==> src/rtl/alu_op_seq.sv <==
// ---------------------------------------------------------------------------
// alu_op_seq
//
// Micro-sequencer in front of the 8-bit ALU. It accepts one 16-bit
// instruction at a time over a valid/ready handshake and owns a 4 x 8-bit
// register file. ALU operations (ADD/SUB/INC/DEC) are issued to the external
// ALU as a one-cycle one-hot strobe. The sequencer then waits ALU_LAT cycles
// and writes the result and flags back. NOP, MOV, LDI and illegal opcodes
// retire without touching the ALU.
//
// Parameters
//   ALU_LAT   cycles from the strobe edge until alu_b and flags are valid (1..7)
//
// Ports
//   clk, rst_n                  clock, synchronous active-low reset
//   ins_valid, ins_data[15:0]   instruction offer:
//                               [15:13] op, [12:11] rd, [10:9] rs,
//                               [8] reserved, [7:0] imm
//   ins_ready                   high while idle; accept on valid & ready
//   add, sub, inc, dec          one-hot ALU strobes, high only in ISSUE
//   input_x, input_y [7:0]      ALU operands (R[rd], and R[rs] or 0)
//   alu_b [7:0], CF..OF         ALU result and flags
//   flag_c..flag_o              architectural flags, registered
//   done, err                   retire pulse; err marks an illegal opcode
//   dbg_sel [1:0], dbg_data     combinational register-file read port
// ---------------------------------------------------------------------------
module alu_op_seq #(
    parameter int ALU_LAT = 1
) (
    input  logic        clk,
    input  logic        rst_n,
    input  logic        ins_valid,
    input  logic [15:0] ins_data,
    output logic        ins_ready,
    output logic        add,
    output logic        sub,
    output logic        inc,
    output logic        dec,
    output logic [7:0]  input_x,
    output logic [7:0]  input_y,
    input  logic [7:0]  alu_b,
    input  logic        CF,
    input  logic        AF,
    input  logic        ZF,
    input  logic        SF,
    input  logic        OF,
    output logic        flag_c,
    output logic        flag_a,
    output logic        flag_z,
    output logic        flag_s,
    output logic        flag_o,
    output logic        done,
    output logic        err,
    input  logic [1:0]  dbg_sel,
    output logic [7:0]  dbg_data
);

    localparam logic [2:0] OP_NOP = 3'b000;
    localparam logic [2:0] OP_ADD = 3'b001;
    localparam logic [2:0] OP_SUB = 3'b010;
    localparam logic [2:0] OP_INC = 3'b011;
    localparam logic [2:0] OP_DEC = 3'b100;
    localparam logic [2:0] OP_MOV = 3'b101;
    localparam logic [2:0] OP_LDI = 3'b110;
    localparam logic [2:0] OP_ILL = 3'b111;

    typedef enum logic [1:0] {
        IDLE  = 2'd0,
        ISSUE = 2'd1,
        WAIT  = 2'd2,
        DONE  = 2'd3
    } state_t;

    state_t      state;
    state_t      state_next;

    logic [7:0]  regs [4];
    logic [2:0]  op_q;
    logic [1:0]  rd_q;
    logic [2:0]  wcnt;
    logic        err_q;

    // Instruction field decode of the word currently offered.
    logic [2:0]  op_in;
    logic [1:0]  rd_in;
    logic [1:0]  rs_in;
    logic [7:0]  imm_in;
    logic        accept;
    logic        is_alu_in;
    logic        unused_reserved;

    assign op_in           = ins_data[15:13];
    assign rd_in           = ins_data[12:11];
    assign rs_in           = ins_data[10:9];
    assign imm_in          = ins_data[7:0];
    assign unused_reserved = ins_data[8];
    assign accept          = ins_valid && (state == IDLE);
    assign is_alu_in       = (op_in == OP_ADD) || (op_in == OP_SUB) ||
                             (op_in == OP_INC) || (op_in == OP_DEC);

    assign dbg_data = regs[dbg_sel];

    // State register.
    always_ff @(posedge clk) begin
        if (!rst_n) begin
            state <= IDLE;
        end else begin
            state <= state_next;
        end
    end

    // Next-state logic. Non-ALU instructions go straight to DONE.
    always_comb begin
        state_next = state;
        case (state)
            IDLE: begin
                if (accept) begin
                    state_next = is_alu_in ? ISSUE : DONE;
                end
            end
            ISSUE: state_next = WAIT;
            WAIT: begin
                if (wcnt == 3'd0) begin
                    state_next = DONE;
                end
            end
            DONE:    state_next = IDLE;
            default: state_next = IDLE;
        endcase
    end

    // Outputs decoded from state; strobes can only fire in ISSUE and the
    // captured opcode selects exactly one of them.
    always_comb begin
        ins_ready = (state == IDLE);
        add       = (state == ISSUE) && (op_q == OP_ADD);
        sub       = (state == ISSUE) && (op_q == OP_SUB);
        inc       = (state == ISSUE) && (op_q == OP_INC);
        dec       = (state == ISSUE) && (op_q == OP_DEC);
        done      = (state == DONE);
        err       = (state == DONE) && err_q;
    end

    // Datapath: operand capture, register-file writes, wait counter and
    // flag writeback. Reset clears everything, which also discards any ALU
    // result still in flight.
    always_ff @(posedge clk) begin
        if (!rst_n) begin
            for (int i = 0; i < 4; i++) begin
                regs[i] <= 8'h00;
            end
            op_q    <= OP_NOP;
            rd_q    <= 2'd0;
            wcnt    <= 3'd0;
            err_q   <= 1'b0;
            input_x <= 8'h00;
            input_y <= 8'h00;
            flag_c  <= 1'b0;
            flag_a  <= 1'b0;
            flag_z  <= 1'b0;
            flag_s  <= 1'b0;
            flag_o  <= 1'b0;
        end else begin
            case (state)
                IDLE: begin
                    if (accept) begin
                        err_q <= (op_in == OP_ILL);
                        op_q  <= op_in;
                        rd_q  <= rd_in;
                        case (op_in)
                            OP_ADD, OP_SUB: begin
                                input_x <= regs[rd_in];
                                input_y <= regs[rs_in];
                            end
                            OP_INC, OP_DEC: begin
                                input_x <= regs[rd_in];
                                input_y <= 8'h00;
                            end
                            OP_MOV: regs[rd_in] <= regs[rs_in];
                            OP_LDI: regs[rd_in] <= imm_in;
                            default: ;
                        endcase
                    end
                end
                ISSUE: begin
                    wcnt <= 3'(ALU_LAT - 1);
                end
                WAIT: begin
                    if (wcnt == 3'd0) begin
                        regs[rd_q] <= alu_b;
                        flag_c     <= CF;
                        flag_a     <= AF;
                        flag_z     <= ZF;
                        flag_s     <= SF;
                        flag_o     <= OF;
                    end else begin
                        wcnt <= wcnt - 3'd1;
                    end
                end
                default: ;
            endcase
        end
    end

endmodule
==> config.mk <==
export PLATFORM = sky130hd
export DESIGN_NAME = alu_op_seq
export DESIGN_NICKNAME = d
export VERILOG_FILES = /design/src/rtl/alu_op_seq.sv
export SDC_FILE = /design/constraint.sdc
export NUM_CORES = 1
export LEC_CHECK = 0
export ABC_AREA = 1
export ABC_CLOCK_PERIOD_IN_PS = 2910
export BUFFER_PORTS_ARGS = -buffer_cell sky130_fd_sc_hd__buf_4
export CORE_MARGIN = 4
export CORE_UTILIZATION = 45
export CTS_CLUSTER_DIAMETER = 60
export DETAILED_ROUTE_END_ITERATION = 8
export PLACE_DENSITY = 0.71
export SETUP_SLACK_MARGIN = 0.2
export SKIP_CTS_REPAIR_TIMING = 1
export SLEW_MARGIN = 20
export SYNTH_ARGS = -nofsm -noshare
export SYNTH_HDL_FRONTEND = slang
export SYNTH_SLANG_ARGS = --single-unit
==> constraint.sdc <==
create_clock -name clk -period 2.91 [get_ports clk]
set_clock_uncertainty 0.15 [all_clocks]
set_input_delay 0.873 -clock clk [delete_from_list [all_inputs] [get_ports clk]]
set_output_delay 0.873 -clock clk [all_outputs]
set_load 0.05 [all_outputs]
==> impl_metrics.py <==
metrics = {
    "worst_setup_path": {
        "worstSetupPathType": "input port to output pin",
        "cp.arrival_ns": 1.69,
        "critPathMaxFanout": 16,
        "slowest_stage": "o21ai_1",
        "reg2reg_to": "regs[1][4]",
        "cp_top_family": "buffers and inverters",
        "crit_chain": "buf_4 -> buf_4 -> o21ai_1 -> o22ai_4 -> buf_4",
        "cp-end-kind": "output pin",
        "worst_setup_path_start_kind": "input port",
        "r2r_start": "state[0]",
        "path_buf_inv": 3,
        "critPathRequiredTime_ns": 1.89,
        "cpMostUsedCell": "buf_4",
        "rr_worst_depth": 8,
        "r2r_slack_ns": 0.75,
        "critical-path-max-stage-delay_ns": 0.24,
    },
    "floorplanning": {
        "rows": 32,
        "fp.dieH_um": 97.2,
        "die_w_um": 97.2,
        "initial_utilization": 0.463,
        "ioPinCount": 70,
        "die_area_mm2": 0.00944,
        "core_mm2": 0.00773,
    },
    "layout": {
        "syn2layout_area_growth_pct": 28.9,
        "diodes": 0,
        "layout.nets": 604,
        "drive_above_1_share": 0.231,
        "nFillCells": 721,
    },
    "min_path": {
        "worstHoldPathCells": 2,
        "hp-start": "wcnt[1]",
        "whs_endpoint": "wcnt[1]",
        "worstHoldPathType": "register to register",
    },
    "grt": {
        "grt_overflow": 0,
        "antenna_found_initial": 0,
        "grt_pass1_vias": 3428,
        "grt_pass1_wl_um": 16900,
        "grtUsageTotal": 0.223,
        "grt_max_degree": 28,
    },
    "drt": {
        "dr.pass1.iters": 5,
        "drt-total-wl_um": 10300,
        "wire_per_inst_um": 15.4,
        "avgViaCountPerCell": 5.40,
        "drtAntennaViolNets": 0,
        "route.detailed.drc": 0,
        "drt_iter0_markers": 247,
        "vias": 3621,
    },
    "timing": {
        "rsz0062_at_grt": "yes",
        "setup_violations": 0,
        "tightest_slew_ns": 0.638,
        "fin_hold_ws_ns": 0.325,
        "max_freq_ghz": 0.369,
        "period_share": 0.932,
        "relSlewSlack": 0.571,
        "hold_viol": 0,
        "min_period_ns": 2.71,
        "drv_slew": 0,
    },
    "place": {
        "place_congestion": 0.944,
        "io_buffer_count": 68,
        "dpl.hpwl_um": 7930,
    },
    "yosys": {
        "synth.distinct_cells": 25,
        "ys_seq_elements": 64,
        "syn-cell-area_mm2": 0.00358,
        "avgSynthCellArea_um2": 7.41,
        "synth_warnings": 0,
        "ys_seq_area_frac": 0.448,
        "synth_top_area_cell": "edfxtp_1",
        "synth_top_area_frac": 0.269,
        "syn_inst": 483,
        "syn_nets": 524,
        "synth.top_cells.by_area": "edfxtp_1, dfxtp_1, nand2_1",
    },
    "cts": {
        "cts_buffers": 9,
        "root_buffer": "clkbuf_8",
        "cts_tree": "done",
        "htreeDepth": 3,
        "clkTransAtPathRegs_ns": 0.07,
        "insertion_delay_ns": 0.34,
        "clk_path_buf_depth": 2,
        "cts_sinks": 64,
    },
    "power_and_ir_drop": {
        "clock_power_share": 0.258,
        "power.switching_mw": 1.25,
        "switching_share": 0.390,
        "finalPower_mw": 3.21,
        "p_leak_nw": 2.03,
        "p_int_mw": 1.96,
        "power_density_mw_per_mm2": 696,
        "peakVddDrop_mv": 0.299,
        "seq_power_share": 0.389,
        "comb_power_share": 0.353,
    },
    "run": {
        "drv_cap": 0,
    },
    "run_status": {
        "status": "complete, no violations",
    },
}
[layout by cell type, fill, tap and decap left out, types with 2 or more instances in the layout]
cell	count
dfxtp_1	32
a21oi_1	32
o21ai_2	3
nand3_1	32
nand2_2	7
nand4_1	2
o22ai_4	7
nor2_1	77
o21ai_0	42
nor4_1	2
o21ai_1	13
nand3_2	8
ha_1	7
nor3_1	2
nand2_1	111
o22ai_1	8
inv_1	41
clkinvlp_4	3
edfxtp_1	32
buf_4	79
buf_6	4
clkbuf_8	9
bufinv_16	2
nor2_2	3
[routing by layer]
metal	up-vias	GRT usage	part of all wire
met5	-	0	0
met4	0	0.0734	0.014
met3	15	0.0388	0.092
met2	179	0.341	0.45
met1	1650	0.319	0.44
li1	1777	-	-
[Yosys cell counts]
cell,number
inv_2,1
o22ai_1,16
nand2_1,111
ha_1,7
nor3_1,2
nand2_2,7
nor2_8,1
inv_1,42
xor2_1,1
nand3_2,8
dfxtp_1,32
a21oi_1,32
nand3_1,32
clkbuf_1,5
edfxtp_1,32
nor4_1,2
o21ai_1,1
o31ai_1,1
o21ai_0,57
a21oi_4,1
buf_4,5
nor2_2,3
nor2_1,77
buf_2,5
nand4_1,2
[stage by stage]
stage / utilization / instances / area, um2 / setup slack [ns] / TNS (ns)
3_3_place_gp: 0.566 / 654 / 4370 / 0.123 / 0
5_1_grt: 0.597 / 670 / 4610 / 0.168 / 0
4_1_cts: 0.593 / 670 / 4580 / 0.105 / 0
6_report: 0.597 / 670 / 4610 / 0.199 / 0
2_1_floorplan: - / 483 / 3680 / -0.179 / -0.359
3_5_place_dp: 0.566 / 654 / 4370 / 0.105 / 0
[area by class of cell]
type / count / area, um2 / area share
Clock inverter: 6 / 83.8 / 0.0182
Sequential cell: 64 / 1600 / 0.347
Clock buffer: 10 / 128 / 0.0277
Multi-Input combinational cell: 361 / 1850 / 0.401
Timing Repair Buffer: 84 / 658 / 0.143
Tap cell: 102 / 128 / 0.0277
Inverter: 43 / 165 / 0.0358
[power by group through the flow]
stage	clock, mW	sequential [mW]	combinational, mW
after floorplan	0	1.37	0.636
after global placement	0	1.25	1.11
after detailed placement	0	1.26	1.12
after CTS	0.838	1.24	1.13
after global routing	0.876	1.26	1.24
final	0.827	1.25	1.13
[state kept, by name (all words and copies together) (netlist names)]
name and cells:
input_y 8, flag_a 1, flag_s 1, err_q 1, flag_o 1, flag_c 1
rd_q 2, regs 32, op_q 3, state 2, wcnt 3, input_x 8
flag_z 1
[worst register-to-register path: cells and delay by family (launching register included)]
kind | cells | cell delay, ns
adders and majority gates | 1 | 0.26
buffers and inverters | 2 | 0.18
DFF | 1 | 0.35
and+or+nand+nor | 5 | 0.88
[how the worst max path moves through the flow]
stage	endpoint	cells after the start	from
2_1_floorplan	dec	4	state[1]
3_3_place_gp	dbg_data[7]	5	dbg_sel[0]
3_5_place_dp	dbg_data[7]	5	dbg_sel[0]
4_1_cts	dbg_data[7]	5	dbg_sel[0]
5_1_grt	dbg_data[0]	5	dbg_sel[1]
6_report	dbg_data[7]	5	dbg_sel[0]
[cell families (layout without fill, tap and decap cells)]
group	Yosys count	count (layout)	share of synthesized area
and+or+nand+nor	245	245	0.297
DFF	64	64	0.448
buffers and inverters	58	143	0.0678
adders and majority gates	7	7	0.0245
xor gates and xnor gates	1	1	0.00245
AOI/OAI and AO/OA	108	108	0.160
Note: power is estimated with default switching activity, not from simulation.
